$ cat src/rtl/seg_capture.sv
// -----------------------------------------------------------------------------
// seg_capture
//
// Purpose:
//   Watches a multiplexed, active-low 7-segment display bus and turns it back
//   into a 4-digit frame. A digit is accepted after its selection and segment
//   pattern have stayed identical for STABLE_CYCLES consecutive cycles. Once all
//   four digits are captured, the frame is presented on a valid/ready port.
//
// Optional feature (macro SEG_DP_EN):
//   When defined, seg carries the decimal point on bit 7 (active low). The
//   inverted dp is captured per digit into dp_out. dp takes part in the
//   stability comparison but not in the decode or the err flag.
//
// Ports:
//   clk          in   clock, rising edge
//   rst_n        in   asynchronous active-low reset
//   seg          in   active-low segments, bit0=a .. bit6=g (bit7=dp with SEG_DP_EN)
//   dig_sel      in   active-low digit select, bit i selects digit i
//   value        out  presented frame, digit i in bits [4i+3:4i]
//   err          out  per-digit invalid-pattern flag of the presented frame
//   dp_out       out  per-digit decimal point, 1 = lit (SEG_DP_EN only)
//   valid        out  frame available
//   ready        in   consumer accepts the frame
//   overrun      out  sticky: a completed frame was dropped while presenting
//   dbg_state_o  out  FSM state (0 = COLLECT, 1 = PRESENT)
//
// Handshake: valid rises the cycle after a frame completes and then holds,
// with value/err/dp_out stable, until a cycle where valid and ready are both
// 1; valid is 0 from the following cycle. ready is ignored while valid is 0.
// -----------------------------------------------------------------------------
module seg_capture #(
  parameter int unsigned STABLE_CYCLES = 4
) (
  input  logic        clk,
  input  logic        rst_n,
`ifdef SEG_DP_EN
  input  logic [7:0]  seg,
`else
  input  logic [6:0]  seg,
`endif
  input  logic [3:0]  dig_sel,
  output logic [15:0] value,
  output logic [3:0]  err,
`ifdef SEG_DP_EN
  output logic [3:0]  dp_out,
`endif
  output logic        valid,
  input  logic        ready,
  output logic        overrun,
  output logic        dbg_state_o
);

`ifdef SEG_DP_EN
  localparam int SEG_W = 8;
`else
  localparam int SEG_W = 7;
`endif

  localparam logic [7:0] STABLE_M1  = 8'(STABLE_CYCLES - 1);
  localparam logic       ONE_CYCLE  = (STABLE_CYCLES == 1);

  typedef enum logic [0:0] {
    ST_COLLECT = 1'b0,
    ST_PRESENT = 1'b1
  } state_e;

  state_e             state_q;
  logic [SEG_W-1:0]   seg_prev_q;
  logic [3:0]         sel_prev_q;
  logic [7:0]         cnt_q, cnt_d;
  logic [3:0]         captured_q, captured_d;
  logic [15:0]        work_val_q;
  logic [3:0]         work_err_q;
`ifdef SEG_DP_EN
  logic [3:0]         work_dp_q;
`endif

  logic               sel_legal;
  logic [1:0]         dig_idx;
  logic               blank;
  logic               same;
  logic               accept;
  logic               capture;
  logic               frame_done;
  logic [4:0]         dec;

  // Returns {invalid, nibble}; an unknown pattern yields nibble 0.
  function automatic logic [4:0] decode(input logic [6:0] p);
    logic [4:0] r;
    case (p)
      7'b1000000: r = 5'h00;
      7'b1111001: r = 5'h01;
      7'b0100100: r = 5'h02;
      7'b0110000: r = 5'h03;
      7'b0011001: r = 5'h04;
      7'b0010010: r = 5'h05;
      7'b0000010: r = 5'h06;
      7'b1111000: r = 5'h07;
      7'b0000000: r = 5'h08;
      7'b0010000: r = 5'h09;
      7'b0001000: r = 5'h0A;
      7'b0000011: r = 5'h0B;
      7'b1000110: r = 5'h0C;
      7'b0100001: r = 5'h0D;
      7'b0000110: r = 5'h0E;
      7'b0001110: r = 5'h0F;
      default:    r = 5'h10;
    endcase
    return r;
  endfunction

  always_comb begin
    sel_legal = 1'b0;
    dig_idx   = 2'd0;
    case (dig_sel)
      4'b1110: begin sel_legal = 1'b1; dig_idx = 2'd0; end
      4'b1101: begin sel_legal = 1'b1; dig_idx = 2'd1; end
      4'b1011: begin sel_legal = 1'b1; dig_idx = 2'd2; end
      4'b0111: begin sel_legal = 1'b1; dig_idx = 2'd3; end
      default: begin sel_legal = 1'b0; dig_idx = 2'd0; end
    endcase
  end

  // A blank digit or an illegal selection both break the stable run.
  assign blank  = (seg[6:0] == 7'h7F);
  assign same   = (seg == seg_prev_q) && (dig_sel == sel_prev_q);
  assign accept = sel_legal && !blank;
  assign dec    = decode(seg[6:0]);

  always_comb begin
    cnt_d   = 8'd0;
    capture = 1'b0;
    if (accept) begin
      if (same) begin
        cnt_d   = (cnt_q == 8'hFF) ? 8'hFF : cnt_q + 8'd1;
        // Fires only on the step into STABLE_CYCLES, so a saturated
        // counter never re-captures the same run.
        capture = (cnt_q == STABLE_M1);
      end else begin
        cnt_d   = 8'd1;
        capture = ONE_CYCLE;
      end
    end
  end

  assign frame_done = (captured_q == 4'hF);

  // The completed set clears the cycle after completion; a capture in that
  // same cycle already belongs to the next frame.
  always_comb begin
    captured_d = frame_done ? 4'h0 : captured_q;
    if (capture) captured_d[dig_idx] = 1'b1;
  end

  // Stability tracking and working slots.
  always_ff @(posedge clk or negedge rst_n) begin
    if (!rst_n) begin
      seg_prev_q <= '1;
      sel_prev_q <= 4'hF;
      cnt_q      <= 8'd0;
      captured_q <= 4'h0;
      work_val_q <= 16'h0;
      work_err_q <= 4'h0;
`ifdef SEG_DP_EN
      work_dp_q  <= 4'h0;
`endif
    end else begin
      seg_prev_q <= seg;
      sel_prev_q <= dig_sel;
      cnt_q      <= cnt_d;
      captured_q <= captured_d;
      if (capture) begin
        work_val_q[{dig_idx, 2'b00} +: 4] <= dec[3:0];
        work_err_q[dig_idx]               <= dec[4];
`ifdef SEG_DP_EN
        work_dp_q[dig_idx]                <= ~seg[7];
`endif
      end
    end
  end

  // Frame presentation FSM with registered outputs.
  always_ff @(posedge clk or negedge rst_n) begin
    if (!rst_n) begin
      state_q <= ST_COLLECT;
      value   <= 16'h0;
      err     <= 4'h0;
`ifdef SEG_DP_EN
      dp_out  <= 4'h0;
`endif
      valid   <= 1'b0;
      overrun <= 1'b0;
    end else begin
      case (state_q)
        ST_COLLECT: begin
          if (frame_done) begin
            value   <= work_val_q;
            err     <= work_err_q;
`ifdef SEG_DP_EN
            dp_out  <= work_dp_q;
`endif
            valid   <= 1'b1;
            state_q <= ST_PRESENT;
          end
        end
        ST_PRESENT: begin
          // Collection keeps running; a frame finishing now has nowhere to go.
          if (frame_done) overrun <= 1'b1;
          if (ready) begin
            valid   <= 1'b0;
            state_q <= ST_COLLECT;
          end
        end
        default: state_q <= ST_COLLECT;
      endcase
    end
  end

  assign dbg_state_o = state_q;

endmodule

$ cat config.mk
export PLATFORM = sky130hd
export DESIGN_NAME = seg_capture
export DESIGN_NICKNAME = d
export VERILOG_FILES = /design/src/rtl/seg_capture.sv
export SDC_FILE = /design/constraint.sdc
export NUM_CORES = 1
export LEC_CHECK = 0
export CORE_UTILIZATION = 50
export CTS_CLUSTER_SIZE = 20
export DETAILED_ROUTE_END_ITERATION = 6
export PLACE_DENSITY = 0.83
export SYNTH_ARGS = -nofsm -noshare
export SYNTH_HDL_FRONTEND = slang
export SYNTH_SLANG_ARGS = --single-unit
$ cat constraint.sdc
create_clock -name clk -period 4.9 [get_ports clk]
set_input_delay 0.49 -clock clk [delete_from_list [all_inputs] [get_ports clk]]
set_output_delay 0.49 -clock clk [all_outputs]
set_load 0.05 [all_outputs]
==> results of run 1 <==
## synthesized netlist by cell type, drive strengths merged (2+ instances only)
master,n
or3,3
nand4,12
clkbuf,11
nand2b,3
dfrtp,55
a31oi,4
nand4b,3
a21oi,9
o21ai,4
dfstp,11
nor2,19
or4,2
xnor2,13
xor2,4
nand2,13
and3,3
nor2b,2
nor3,8
nand3,6
ha,8
o21bai,3
a211oi,4
nand3b,3
or3b,3
inv,7
o32ai,2
mux2,40
## power by group through the flow
stage	sequential (mW)	combinational (mW)	clock, mW
floorplan	0.568	0.0405	0
global placement	0.567	0.0745	0
detailed placement	0.567	0.0758	0
CTS	0.557	0.0766	0.409
global route	0.557	0.0854	0.429
finish	0.557	0.0761	0.398
## sequential cells by signal, summed over array words and instances (netlist names), 4 cells and up
signal,cells
work_val_q,16
seg_prev_q,7
err,4
cnt_q,8
work_err_q,4
sel_prev_q,4
captured_q,4
value,16
## critical path, stage by stage
cell	delay, ps
clkdlybuf4s50_1	670
or3_1	460
a2111oi_0	700
a31oi_1	80
and3_1	280
mux2_2	280
## layer usage
layer,track usage [%],vias up,wire [µm]
met3,5.056,9,309
met4,9.643,0,114
met1,26.10,1044,2563
met2,33.61,62,2864
li1,-,1033,-
met5,0,-,0
## final cells by class
type | instances | area (µm²) | share of cell area, %
clock buffer | 11 | 141.4 | 3.793
clock inverter | 5 | 30.03 | 0.8056
inverter | 7 | 26.28 | 0.7049
multi-input combinational | 182 | 1393 | 37.36
sequential | 66 | 1665 | 44.68
tap | 75 | 93.84 | 2.518
timing repair buffer | 39 | 377.9 | 10.14
## stage by stage
step | setup WS (ps) | cell area [µm²]
floorplan | 2792 | 3131
global placement | 1870 | 3556
global route | 1962 | 3727
CTS | 2188 | 3727
finish | 2177 | 3727
detailed placement | 1827 | 3556
## how the worst min path moves through the flow
stage | start | to | slack [ps]
2_1_floorplan | rst_n | captured_q[0] | 190
3_3_place_gp | captured_q[2] | captured_q[2] | 450
3_5_place_dp | captured_q[1] | captured_q[1] | 460
4_1_cts | rst_n | value[10] | 340
5_1_grt | rst_n | err[2] | 400
6_report | rst_n | cnt_q[5] | 320
## logic make-up after synthesis
logic type | after synthesis | synth area share, %
AND/OR/NAND/NOR | 86 | 15.63
flip-flops | 66 | 53.20
multiplexers | 40 | 14.39
AO/OA/AOI/OAI | 31 | 6.515
buffers and inverters | 19 | 2.318
XOR/XNOR | 17 | 4.756
adder cells (fa/ha/maj) | 8 | 3.198
==> metrics, run 1 <==
Synth area leader=dfrtp_1; Port-buffer cells=36; CTS tree=done; worst slew pin tran=816.0 ps; Max-Cap Viols=0; Clk pwr share=38.6%; total power=1.031 mW; Post-Syn Area=3131 µm²; Pwr Density=276.6 nW/µm²; Seq/Total Area, Yosys=53.20%; DRC violations left=0; max-slew violations=0; Area Growth Syn to Fin=19.06%; Syn Nets=289; DIE AREA=6581 µm²; Die X-Extent=81.13 µm; grt ovf=0; Fin Setup TNS=0 ps; Net Sw Frac=24.60%; Setup crit end=work_err_q[1]; crit path kind=input pin to register; DP HPWL=3997 µm; # setup viols final=0; antenna-violating nets left=0; initial DRC count=115; Initial Util=52.26%; Global Route Usage Sum=20.73%; Final Hold Vio Count=0; Worst Hold Slack=316.7 ps; Num CTS Buffers=9; period utilization=55.57%; Root Buffer=clkbuf_8; diode count=0; Finished Layout Cells=385; R2R cell count=4; # clock sinks=66; post-CTS repair timing setup buffer count=0; critical path launch point type=input pin; commonest cells after routing, fill and taps aside=55 x dfrtp_1, 40 x mux2_2, 35 x clkdlybuf4s50_1; asr flop ratio synth=100.0%; filler cell count=476; Internal=777.3 µW; #FFs+latches synth=66; CTS max path bufs=2; Critical Path Fanout Max=17; Psw=253.6 µW; row count=28; Req. time, crit path=5130 ps; Pleak=1.668 nW; RR Endpoint=work_val_q[2]; reg-to-reg setup timing slack=2650 ps; Post-Syn Instances=267; Yosys cell types=39; core area=5991 µm²; final WL=5852 µm; R2R Path Start=cnt_q[5]; clk_skew=5.280 ps; CTS resizes=0; CTS H-tree depth=3; Seq pwr share=54.0%; clk_lat worst skew=350 ps; Yosys top cell area share=43.96%; Tmin final=2723 ps; GPL Wtd Cong=0.7906; Util after Layout=62.22%; CP Capture Type=register; first-pass GRT wire length=10,030 µm; Comb power frac=7.4%; top cells by area, synth=dfrtp_1 44%, mux2_2 14%, dfstp_2 9.2%; fmax=367.3 MHz; Min-Delay Path Class=input pin to async pin; largest net degree at the start of global routing=67; Worst Path Arrival=2960 ps; syn_area_per_cell=11.72 µm²; Routed WL per cell=15.20 µm; initial antenna violation count=0; DR vias/cell=5.579; unrepaired setup endpoints after global routing=no; Main synth FF type=dfrtp_1; total number of vias=2,148; Relative slew margins=45.60%; number of nets in the layout=327; Ports=37; CTS hold repair buffers=0; worst setup path start=seg[0]; number of synthesized flops with an enable pin=0; Peak VDD IR=175.9 µV; Die Y=81.13 µm; vias in the first global route=2,142; share of layout cells above drive strength 1=24.52%; yosys warns=0; placed cells=369; Pre-antenna DRT Iters=4; most common cell after layout, fill and taps aside=dfrtp_1; Reg clk slew, reported paths=70 ps; status=finished, final reports clean
(Power assumes the default switching activity.)
==> inputs of run 2 (changes only) <==
==> constraint.sdc (replaced) <==
create_clock -name clk -period 2.7 [get_ports clk]
set_input_delay 0.27 -clock clk [delete_from_list [all_inputs] [get_ports clk]]
set_output_delay 0.27 -clock clk [all_outputs]
set_load 0.05 [all_outputs]
==> metrics, run 2 (synthesis gave the netlist of run 1 again) <==
status=finished, final reports clean; M2 GR Usage=34.37% (+0.76 points); initial DRC count=141 (+23%); Min-Delay Path Class=input pin to async pin; most common cell after layout, fill and taps aside=dfrtp_1; Critical Path Fanout Max=7 (-10); Port-buffer cells=36 (unchanged); # setup viols final=0 (unchanged); Num CTS Buffers=9 (unchanged); # clock sinks=66 (unchanged); post-CTS repair timing setup buffer count=0 (unchanged); final WL=5903 µm (+0.87%); CTS tree=done; GPL Wtd Cong=0.7911 (about the same); number of nets in the layout=341 (+4.3%); row count=28 (unchanged); Routed WL per cell=14.79 µm (-2.7%); placed cells=383 (+3.8%); Util after Layout=64.58% (+2.4 points); Pre-antenna DRT Iters=4 (unchanged); M1 GR Usage=26.62% (+0.52 points); commonest cells after routing, fill and taps aside=55 x dfrtp_1, 40 x mux2_2, 35 x clkdlybuf4s50_1; antenna-violating nets left=0 (unchanged); Peak VDD IR=277.3 µV (+58%); Ports=37 (unchanged); R2R Path Start=cnt_q[5]; CTS hold repair buffers=0 (unchanged); period utilization=82.55%; reg-to-reg setup timing slack=470 ps (-2180 ps); diode count=0 (unchanged); dpl cell area=3674 µm² (+3.3%); Clk pwr share=41.1% (+2.5 points); Root Buffer=clkbuf_8; Initial Util=52.26% (unchanged); R2R cell count=4 (unchanged); first-pass GRT wire length=10,380 µm (+3.4%); CTS H-tree depth=3 (unchanged); DIE AREA=6581 µm² (unchanged); vias in the first global route=2,266 (+5.8%); max-slew violations=0 (unchanged); CTS max path bufs=2 (unchanged); Worst Hold Slack=0.8052 ps (-315.9 ps); Reg clk slew, reported paths=70 ps (about the same); total power=1.977 mW (+92%); unrepaired setup endpoints after global routing=no; Design Area, Final=3869 µm² (+3.8%); DR vias/cell=5.514 (-1.2%); clk_skew=4.472 ps (-0.8081 ps); critical path launch point type=register; Pleak=1.757 nW (+5.3%); initial antenna violation count=0 (unchanged); Tmin final=2229 ps; grt ovf=0 (unchanged); Req. time, crit path=2930 ps (-2200 ps); Final Hold Vio Count=0 (unchanged); CP Capture Type=register; total number of vias=2,200 (+2.4%); worst slew pin tran=786.9 ps (-29.15 ps); share of layout cells above drive strength 1=27.78% (+3.3 points); CTS resizes=0 (unchanged); grt met3 use=4.382% (-0.67 points); PnR worst setup slack=471.0 ps (-1706 ps); Die Y=81.13 µm (unchanged); Finished Layout Cells=399 (+3.6%); Area Growth Syn to Fin=23.58%; Seq pwr share=51.1% (-2.9 points); Global Route Usage Sum=20.99% (+0.26 points); Fin Setup TNS=0 ps (unchanged); Relative slew margins=47.54% (+1.9 points); DRC violations left=0 (unchanged); Net Sw Frac=23.12% (-1.5 points); Die X-Extent=81.13 µm (unchanged); Internal=1.520 mW (+96%); Comb power frac=7.8% (+0.4 points); biggest regs=value x16, work_val_q x16, cnt_q x8; crit path kind=register to register; DP HPWL=4346 µm (+8.7%); core area=5991 µm² (unchanged); Worst Path Arrival=2460 ps (-500 ps); layer with the highest usage=met2; clk_lat worst skew=340 ps (about the same); Post-Place Setup Slack=145.5 ps (-1681 ps); Psw=457.1 µW (+80%); Max-Cap Viols=0 (unchanged); RR Endpoint=work_val_q[3]; Pwr Density=511.1 nW/µm² (+85%); fmax=448.6 MHz; largest net degree at the start of global routing=36 (-46%)
## run 2: cell count changes in the layout (fill, tap and decap cells not counted), sizes merged
cell and delta:
bufinv +1, buf +14, clkinvlp -2, clkinv +1
## run 2: how the worst max path moves through the flow
stage / from / cells after the start / to / slack (ps)
after floorplan: cnt_q[3] / 4 / work_err_q[0] / 670
after global placement: seg[2] / 6 / work_err_q[3] / 230
after detailed placement: seg[6] / 7 / work_val_q[0] / 150
after CTS: cnt_q[3] / 4 / work_val_q[3] / 450
after global routing: cnt_q[5] / 4 / work_val_q[3] / 310
final: cnt_q[5] / 4 / work_val_q[3] / 470
## run 2: metal layers
metal	routed length, µm	share of wire (%)
met1	2686	46
met2	2903	49
met3	221	3.7
met4	91	1.5
met5	0	0
## run 2: power groups by stage
stage | clock [mW] | sequential [mW] | combinational, mW
detailed placement | 0 | 1.03 | 0.154
floorplan | 0 | 1.03 | 0.0735
global route | 0.876 | 1.01 | 0.173
CTS | 0.830 | 1.01 | 0.156
global placement | 0 | 1.03 | 0.151
finish | 0.812 | 1.01 | 0.154
## run 2: worst max-delay path: stages (launching register included)
cell	delay, ps
dfrtp_1	440
or4_1	570
nor4b_4	390
nand4_1	340
mux2_2	370
## run 2: cell type report
class / instances / area (µm²)
fill: 454 / 2122
sequential: 66 / 1665
multi-input combinational: 182 / 1393
timing repair buffer: 53 / 495.5
clock buffer: 11 / 141.4
tap: 75 / 93.84
clock inverter: 5 / 53.80
inverter: 7 / 26.28
